$ cat src/rtl/fir_pkg.sv
// Shared types, default sizes and the output shift/saturate helper for the FIR datapath.
package fir_pkg;

  localparam int unsigned DefMaxTaps  = 16;
  localparam int unsigned DefFracBits = 16;
  localparam int unsigned AccW        = 64 + $clog2(DefMaxTaps);
  // Wide enough to hold any accumulator this block can be built with.
  localparam int unsigned SatW        = 96;

  typedef enum logic [1:0] {
    StLoad,
    StReady,
    StMac,
    StOut
  } fir_state_e;

  localparam logic signed [SatW-1:0] SatMax = SatW'(signed'(32'h7FFF_FFFF));
  localparam logic signed [SatW-1:0] SatMin = SatW'(signed'(32'h8000_0000));

  function automatic logic [31:0] sat32(input logic signed [SatW-1:0] acc,
                                        input int unsigned frac_bits);
    logic signed [SatW-1:0] sh;
    logic [31:0] res;
    sh = acc >>> frac_bits;
    if (sh > SatMax) begin
      res = 32'h7FFF_FFFF;
    end else if (sh < SatMin) begin
      res = 32'h8000_0000;
    end else begin
      res = sh[31:0];
    end
    return res;
  endfunction

endpackage

$ cat src/rtl/fir_mac_unit.sv
// Signed 32x32 multiply-accumulate with clear/enable, plus Q-format rescale and saturation.
module fir_mac_unit
  import fir_pkg::*;
#(
  parameter int unsigned AW        = AccW,
  parameter int unsigned FRAC_BITS = DefFracBits
) (
  input  logic               clk,
  input  logic               rst,
  input  logic               clear,
  input  logic               en,
  input  logic signed [31:0] a,
  input  logic signed [31:0] b,
  output logic        [31:0] result
);

  logic signed [AW-1:0] acc_q, acc_d;
  logic signed [63:0]   prod;

  always_comb begin
    prod  = a * b;
    acc_d = acc_q + AW'(prod);
  end

  always_ff @(posedge clk) begin
    if (rst || clear) begin
      acc_q <= '0;
    end else if (en) begin
      acc_q <= acc_d;
    end
  end

  assign result = sat32(SatW'(acc_q), FRAC_BITS);

endmodule

$ cat src/rtl/fir_mac_datapath.sv
// FIR datapath: coefficient bank, sample delay line and a one-tap-per-cycle sequential MAC.
module fir_mac_datapath
  import fir_pkg::*;
#(
  parameter int unsigned MAX_TAPS  = DefMaxTaps,
  parameter int unsigned FRAC_BITS = DefFracBits
) (
  input  logic        clk,
  input  logic        rst,
  input  logic [31:0] tap_count,
  input  logic        coeff_data_valid,
  input  logic [31:0] coeff_data,
  input  logic        x_data_valid,
  input  logic [31:0] x_data,
  input  logic        compute,
  output logic        coefficient_loading_complete,
  output logic        output_data_valid,
  output logic [31:0] output_data,
  output logic        busy,
  output logic        sample_dropped
);

  localparam int unsigned IdxW = $clog2(MAX_TAPS);
  localparam int unsigned CntW = $clog2(MAX_TAPS + 1);
  localparam logic [CntW-1:0] MaxN = CntW'(MAX_TAPS);
  localparam logic [CntW-1:0] One  = CntW'(1);

  fir_state_e state_q, state_d;

  logic signed [31:0] bank_q  [MAX_TAPS];
  logic signed [31:0] delay_q [MAX_TAPS];

  logic [CntW-1:0] wr_ptr_q, idx_q, n_q, n_sel, n_eff;
  logic [IdxW-1:0] wr_addr;
  logic            wr_en, reload, accept, mac_en, out_fire, drop_set, load_done;
  logic [31:0]     mac_result;

  always_comb begin
    if (tap_count == '0) begin
      n_sel = One;
    end else if (tap_count > MAX_TAPS) begin
      n_sel = MaxN;
    end else begin
      n_sel = tap_count[CntW-1:0];
    end
  end

  always_ff @(posedge clk) begin
    if (rst) begin
      state_q <= StLoad;
    end else begin
      state_q <= state_d;
    end
  end

  always_comb begin
    state_d   = state_q;
    n_eff     = n_q;
    wr_en     = 1'b0;
    reload    = 1'b0;
    accept    = 1'b0;
    mac_en    = 1'b0;
    out_fire  = 1'b0;
    drop_set  = 1'b0;
    load_done = 1'b0;
    unique case (state_q)
      StLoad: begin
        drop_set = x_data_valid;
        if (coeff_data_valid) begin
          wr_en = 1'b1;
          // N is latched by the first write of a load.
          if (wr_ptr_q == '0) n_eff = n_sel;
          if (wr_ptr_q == n_eff - One) begin
            load_done = 1'b1;
            state_d   = StReady;
          end
        end
      end
      StReady: begin
        if (coeff_data_valid) begin
          reload   = 1'b1;
          wr_en    = 1'b1;
          n_eff    = n_sel;
          drop_set = x_data_valid;
          state_d  = (n_sel == One) ? StReady : StLoad;
        end else if (x_data_valid && compute) begin
          accept  = 1'b1;
          state_d = StMac;
        end
      end
      StMac: begin
        mac_en   = 1'b1;
        drop_set = x_data_valid;
        if (idx_q == n_q - One) state_d = StOut;
      end
      StOut: begin
        out_fire = 1'b1;
        drop_set = x_data_valid;
        state_d  = StReady;
      end
      default: state_d = StLoad;
    endcase
  end

  assign wr_addr = reload ? '0 : wr_ptr_q[IdxW-1:0];
  assign busy    = (state_q == StMac);

  always_ff @(posedge clk) begin
    if (rst) begin
      for (int i = 0; i < MAX_TAPS; i++) begin
        bank_q[i]  <= '0;
        delay_q[i] <= '0;
      end
      wr_ptr_q                     <= '0;
      idx_q                        <= '0;
      n_q                          <= One;
      coefficient_loading_complete <= 1'b0;
      sample_dropped               <= 1'b0;
      output_data_valid            <= 1'b0;
      output_data                  <= '0;
    end else begin
      if (wr_en) begin
        bank_q[wr_addr] <= coeff_data;
        n_q             <= n_eff;
      end

      if (reload) begin
        for (int i = 0; i < MAX_TAPS; i++) delay_q[i] <= '0;
      end else if (accept) begin
        delay_q[0] <= x_data;
        for (int i = 1; i < MAX_TAPS; i++) delay_q[i] <= delay_q[i-1];
      end

      if (reload) begin
        wr_ptr_q <= One;
      end else if (wr_en) begin
        wr_ptr_q <= wr_ptr_q + One;
      end

      if (accept) begin
        idx_q <= '0;
      end else if (mac_en) begin
        idx_q <= idx_q + One;
      end

      if (reload) begin
        coefficient_loading_complete <= (n_sel == One);
      end else if (load_done) begin
        coefficient_loading_complete <= 1'b1;
      end

      // A reload clears the flag, but a sample colliding with it still counts as dropped.
      if (reload) begin
        sample_dropped <= drop_set;
      end else if (drop_set) begin
        sample_dropped <= 1'b1;
      end

      output_data_valid <= out_fire;
      if (out_fire) output_data <= mac_result;
    end
  end

  fir_mac_unit #(
    .AW        (64 + $clog2(MAX_TAPS)),
    .FRAC_BITS (FRAC_BITS)
  ) u_mac (
    .clk    (clk),
    .rst    (rst),
    .clear  (accept),
    .en     (mac_en),
    .a      (delay_q[idx_q[IdxW-1:0]]),
    .b      (bank_q[idx_q[IdxW-1:0]]),
    .result (mac_result)
  );

endmodule
$ cat config.mk
export PLATFORM = sky130hd
export DESIGN_NAME = fir_mac_datapath
export DESIGN_NICKNAME = d
export VERILOG_FILES = /design/src/rtl/fir_pkg.sv /design/src/rtl/fir_mac_unit.sv /design/src/rtl/fir_mac_datapath.sv
export SDC_FILE = /design/constraint.sdc
export NUM_CORES = 2
export LEC_CHECK = 0
export CORE_UTILIZATION = 40
export CTS_BUF_LIST = sky130_fd_sc_hd__clkbuf_4 sky130_fd_sc_hd__clkbuf_8 sky130_fd_sc_hd__clkbuf_16
export DETAILED_ROUTE_END_ITERATION = 8
export PLACE_DENSITY = 0.57
export SLEW_MARGIN = 20
export SYNTH_ARGS = -nofsm -noshare
export SYNTH_HDL_FRONTEND = slang
export SYNTH_SLANG_ARGS = --single-unit
$ cat constraint.sdc
create_clock -name clk -period 10.3 [get_ports clk]
set_input_delay 2.575 -clock clk [delete_from_list [all_inputs] [get_ports clk]]
set_output_delay 2.575 -clock clk [all_outputs]
set_load 0.02 [all_outputs]
==> flow_summary.yaml <==
grt:
  gr-total-overflow: 0
  grt_use_total_pct: 22.9
  globalRouteMet3Util_pct: 3.76
  antenna_found_initial: 15
  grt_max_degree: 244
  grt_pass1_wl_um: 396000
  gr-usage-met1_pct: 32.0
  grt_pass1_vias: 61500
  grt-busiest-layer: "met2"
  grt_use_met2_pct: 36.5
synthesis:
  netlist_instances: 7927
  syn_nets: 9516
  yosysSeqAreaShare_pct: 35.8
  synth_edf_count: 992
  yosysWarnings: 0
  synth_top_area_share_pct: 32.4
  synthTopCellsByArea: "edfxtp_1 (32%), fa_1 (27%), and2_1 (7.1%), mux4_2 (6.9%), inv_1 (5.7%)"
  avgSynthCellArea_um2: 11.6
  synth.cell_area_um2: 91800
  ys.flop_type: "edfxtp_1"
  yosysTopAreaCell: "edfxtp_1"
  synth_seq_cells: 1148
  yosysUniqueCellTypes: 72
  async_flop_share_pct: 0
floorplanning:
  rows: 175
  fp.dieArea_um2: 231000
  die_h_um: 481
  coreArea_um2: 228000
  ios: 137
  fp.dieW_um: 481
  initial_utilization_pct: 40.3
place:
  dp_hpwl_um: 191000
  gp_congestion: 0.915
  place_area_um2: 97600
  portBuffers: 136
worst_setup_path:
  r2r-end: "u_mac.acc_q[62]"
  end_kind: "flip-flop"
  cp.arrival_ps: 10540
  start_kind: "flip-flop"
  cpPeakStageDelay_ps: 620
  path_class: "reg2reg"
  worstPathMaxFanout: 35
  r2r_slack_ps: 390
  crit_slowest_cell: "mux4_2"
  crit_top_cell: "fa_1"
  r2r_cells: 30
  cp.required_ps: 10940
  endpoint: "u_mac.acc_q[62]"
sta:
  finalHoldViolations: 0
  fin_skew_ps: 33.5
  slew_headroom_pct: 25.2
  finalSetupTns_ps: 0
  rsz0062_at_grt: "no"
  min_period_ps: 9910
  finalCritPeriodShare_pct: 96.2
  setup_viol: 0
  fmax_mhz: 101
  slew_viol_final: 0
  tightestPinTransition_ps: 1120
final_layout:
  fin_area_um2: 102000
  final_layout_size_suffix_gt1_share_pct: 11.1
  area_delta_synth_final_pct: 11.2
  nets: 9562
routing:
  ant_nets: 0
  drt-total-wl_um: 264000
  vias_per_cell: 5.25
  dr.first_iter.drc_count: 5577
  drc: 0
  avgRoutedWirePerCell_um: 23.8
  drt_pass1_iterations: 5
  vias: 58200
power_and_ir_drop:
  p_per_area_nw_per_um2: 131
  power_uw: 13300
  combPwrFrac_pct: 22.5
  p_switching_uw: 4090
  pwr-share-clk_pct: 35.1
  max-vdd-ir-drop_uv: 136
  p_seq_share_pct: 42.5
  leakage_uw: 0.0430
  switching_share_pct: 30.6
  p_int_uw: 9260
clock_tree:
  cts_buffer_depth: 3
  clk_latency_ps: 800
  clock-sinks: 1148
  cts_tree: "yes"
  clkTransAtPathRegs_ps: 60
  cts_buffers: 120
  cts_root_buffer: "clkbuf_16"
  ctsHtreeMaxLevel: 3
flow_run:
  max-cap-violations: 0
status:
  status: "finished, final reports clean"
hold_path:
  hold_path.class: "reg2reg"
## cells in the mapped netlist (all sizes together), types with 4 or more instances
library cell	instances
o211ai	7
nand4	30
xor2	35
xnor2	52
clkinv	4
nand3	25
dfxtp	156
and3	12
o21bai	9
edfxtp	992
mux4	283
inv	1386
nand2b	33
a21oi	105
nor2b	42
buf	116
nor2	594
mux2i	83
o21ai	101
ha	236
o22ai	8
a21o	42
and2	1045
or3	4
o21a	30
a22oi	33
nor4	12
or2	21
a211oi	44
mux2	40
o31ai	8
a31oi	14
nand2	661
clkbuf	358
a41oi	4
fa	1252
nor3	18
## power groups by stage
stage	clock network [uW]	logic (uW)	registers, uW
after floorplan	0	1850	5730
after global placement	0	2940	5740
after detailed placement	0	2960	5760
after CTS	4790	2970	5670
after global routing	4950	3260	5710
final	4680	3000	5670
## per-stage QoR
stage | hold slack [ps] | setup slack, ps | utilization [%] | std cells
2_1_floorplan | 454 | 149 | - | 7927
3_3_place_gp | 467 | 245 | 42.9 | 10900
3_5_place_dp | 469 | 132 | 42.9 | 10900
4_1_cts | 478 | 99.4 | 44.7 | 11100
5_1_grt | 486 | 20.8 | 44.8 | 11100
6_report | 474 | 392 | 44.8 | 11100
## kinds of logic (layout without fill, tap and decap cells)
kind of cell             after synthesis  after routing  synth area share, %
other                                  0              9                    0
adder cells (fa/ha/maj)             1488           1488                 30.5
multiplexers                         406            407                 8.34
AO/OA/AOI/OAI                        429            429                 3.07
flip-flops                          1148           1148                 35.8
XOR/XNOR                              87             87                0.830
AND/OR/NAND/NOR                     2505           2505                 13.6
buffers and inverters               1864           2014                 7.77
## sequential cells by signal, summed over array words and instances (netlist names), 2 cells and up, named ones only
signal,cells
wr_ptr_q,5
n_q,5
idx_q,5
state_q,2
output_data,32
bank_q,512
delay_q,512
u_mac.acc_q,68
## metal layers
layer  routed length [um]  part of all wire, %  up-vias
li1                     -                    -    25200
met4                 9490                  3.6        8
met2               122000                   46     2095
met5                  193                0.073        -
met3                19400                  7.3      426
met1               114000                   43    30500
## cells in the final DEF, fill, tap and decap left out, drive strengths merged, types with 83 or more instances in the layout
master,instances
buf,258
dfxtp,156
clkbuf,163
and2,1045
clkdlybuf4s50,135
edfxtp,992
inv,1394
nor2,594
o21ai,101
mux2i,83
a21oi,105
fa,1252
ha,236
mux4,284
nand2,661
## how the worst min path moves through the flow
stage,start,endpoint,depth (start not counted)
6_report,output_data[31],output_data[31],2
4_1_cts,output_data[31],output_data[31],2
3_3_place_gp,output_data[31],output_data[31],2
3_5_place_dp,output_data[31],output_data[31],2
5_1_grt,output_data[31],output_data[31],2
2_1_floorplan,u_mac.acc_q[30],output_data[14],2
## cell type report
class	instances	area, um2
repair buffers	397	3910
clock buffers	159	3390
multi-input cells	4916	52100
clock inverters	68	841
diodes	9	22.5
fillers	20900	126000
flip-flops and latches	1148	32900
well taps	3009	3760
inverters	1390	5220
## repair_timing
item,4_1_cts,5_1_grt
resized for setup,0,16
setup endpoints to repair,0,12
buffers inserted,0,2
hold buffers,0,0
## worst max-delay path, delay by kind of cell (launching register included)
family / cells / cell delay, ps
fa+ha+maj: 9 / 4170
compound gates: 7 / 1640
buf+inv: 8 / 1410
mux: 3 / 1350
simple gates: 3 / 650
flops: 1 / 460
Note: power is estimated with default switching activity, not from simulation.
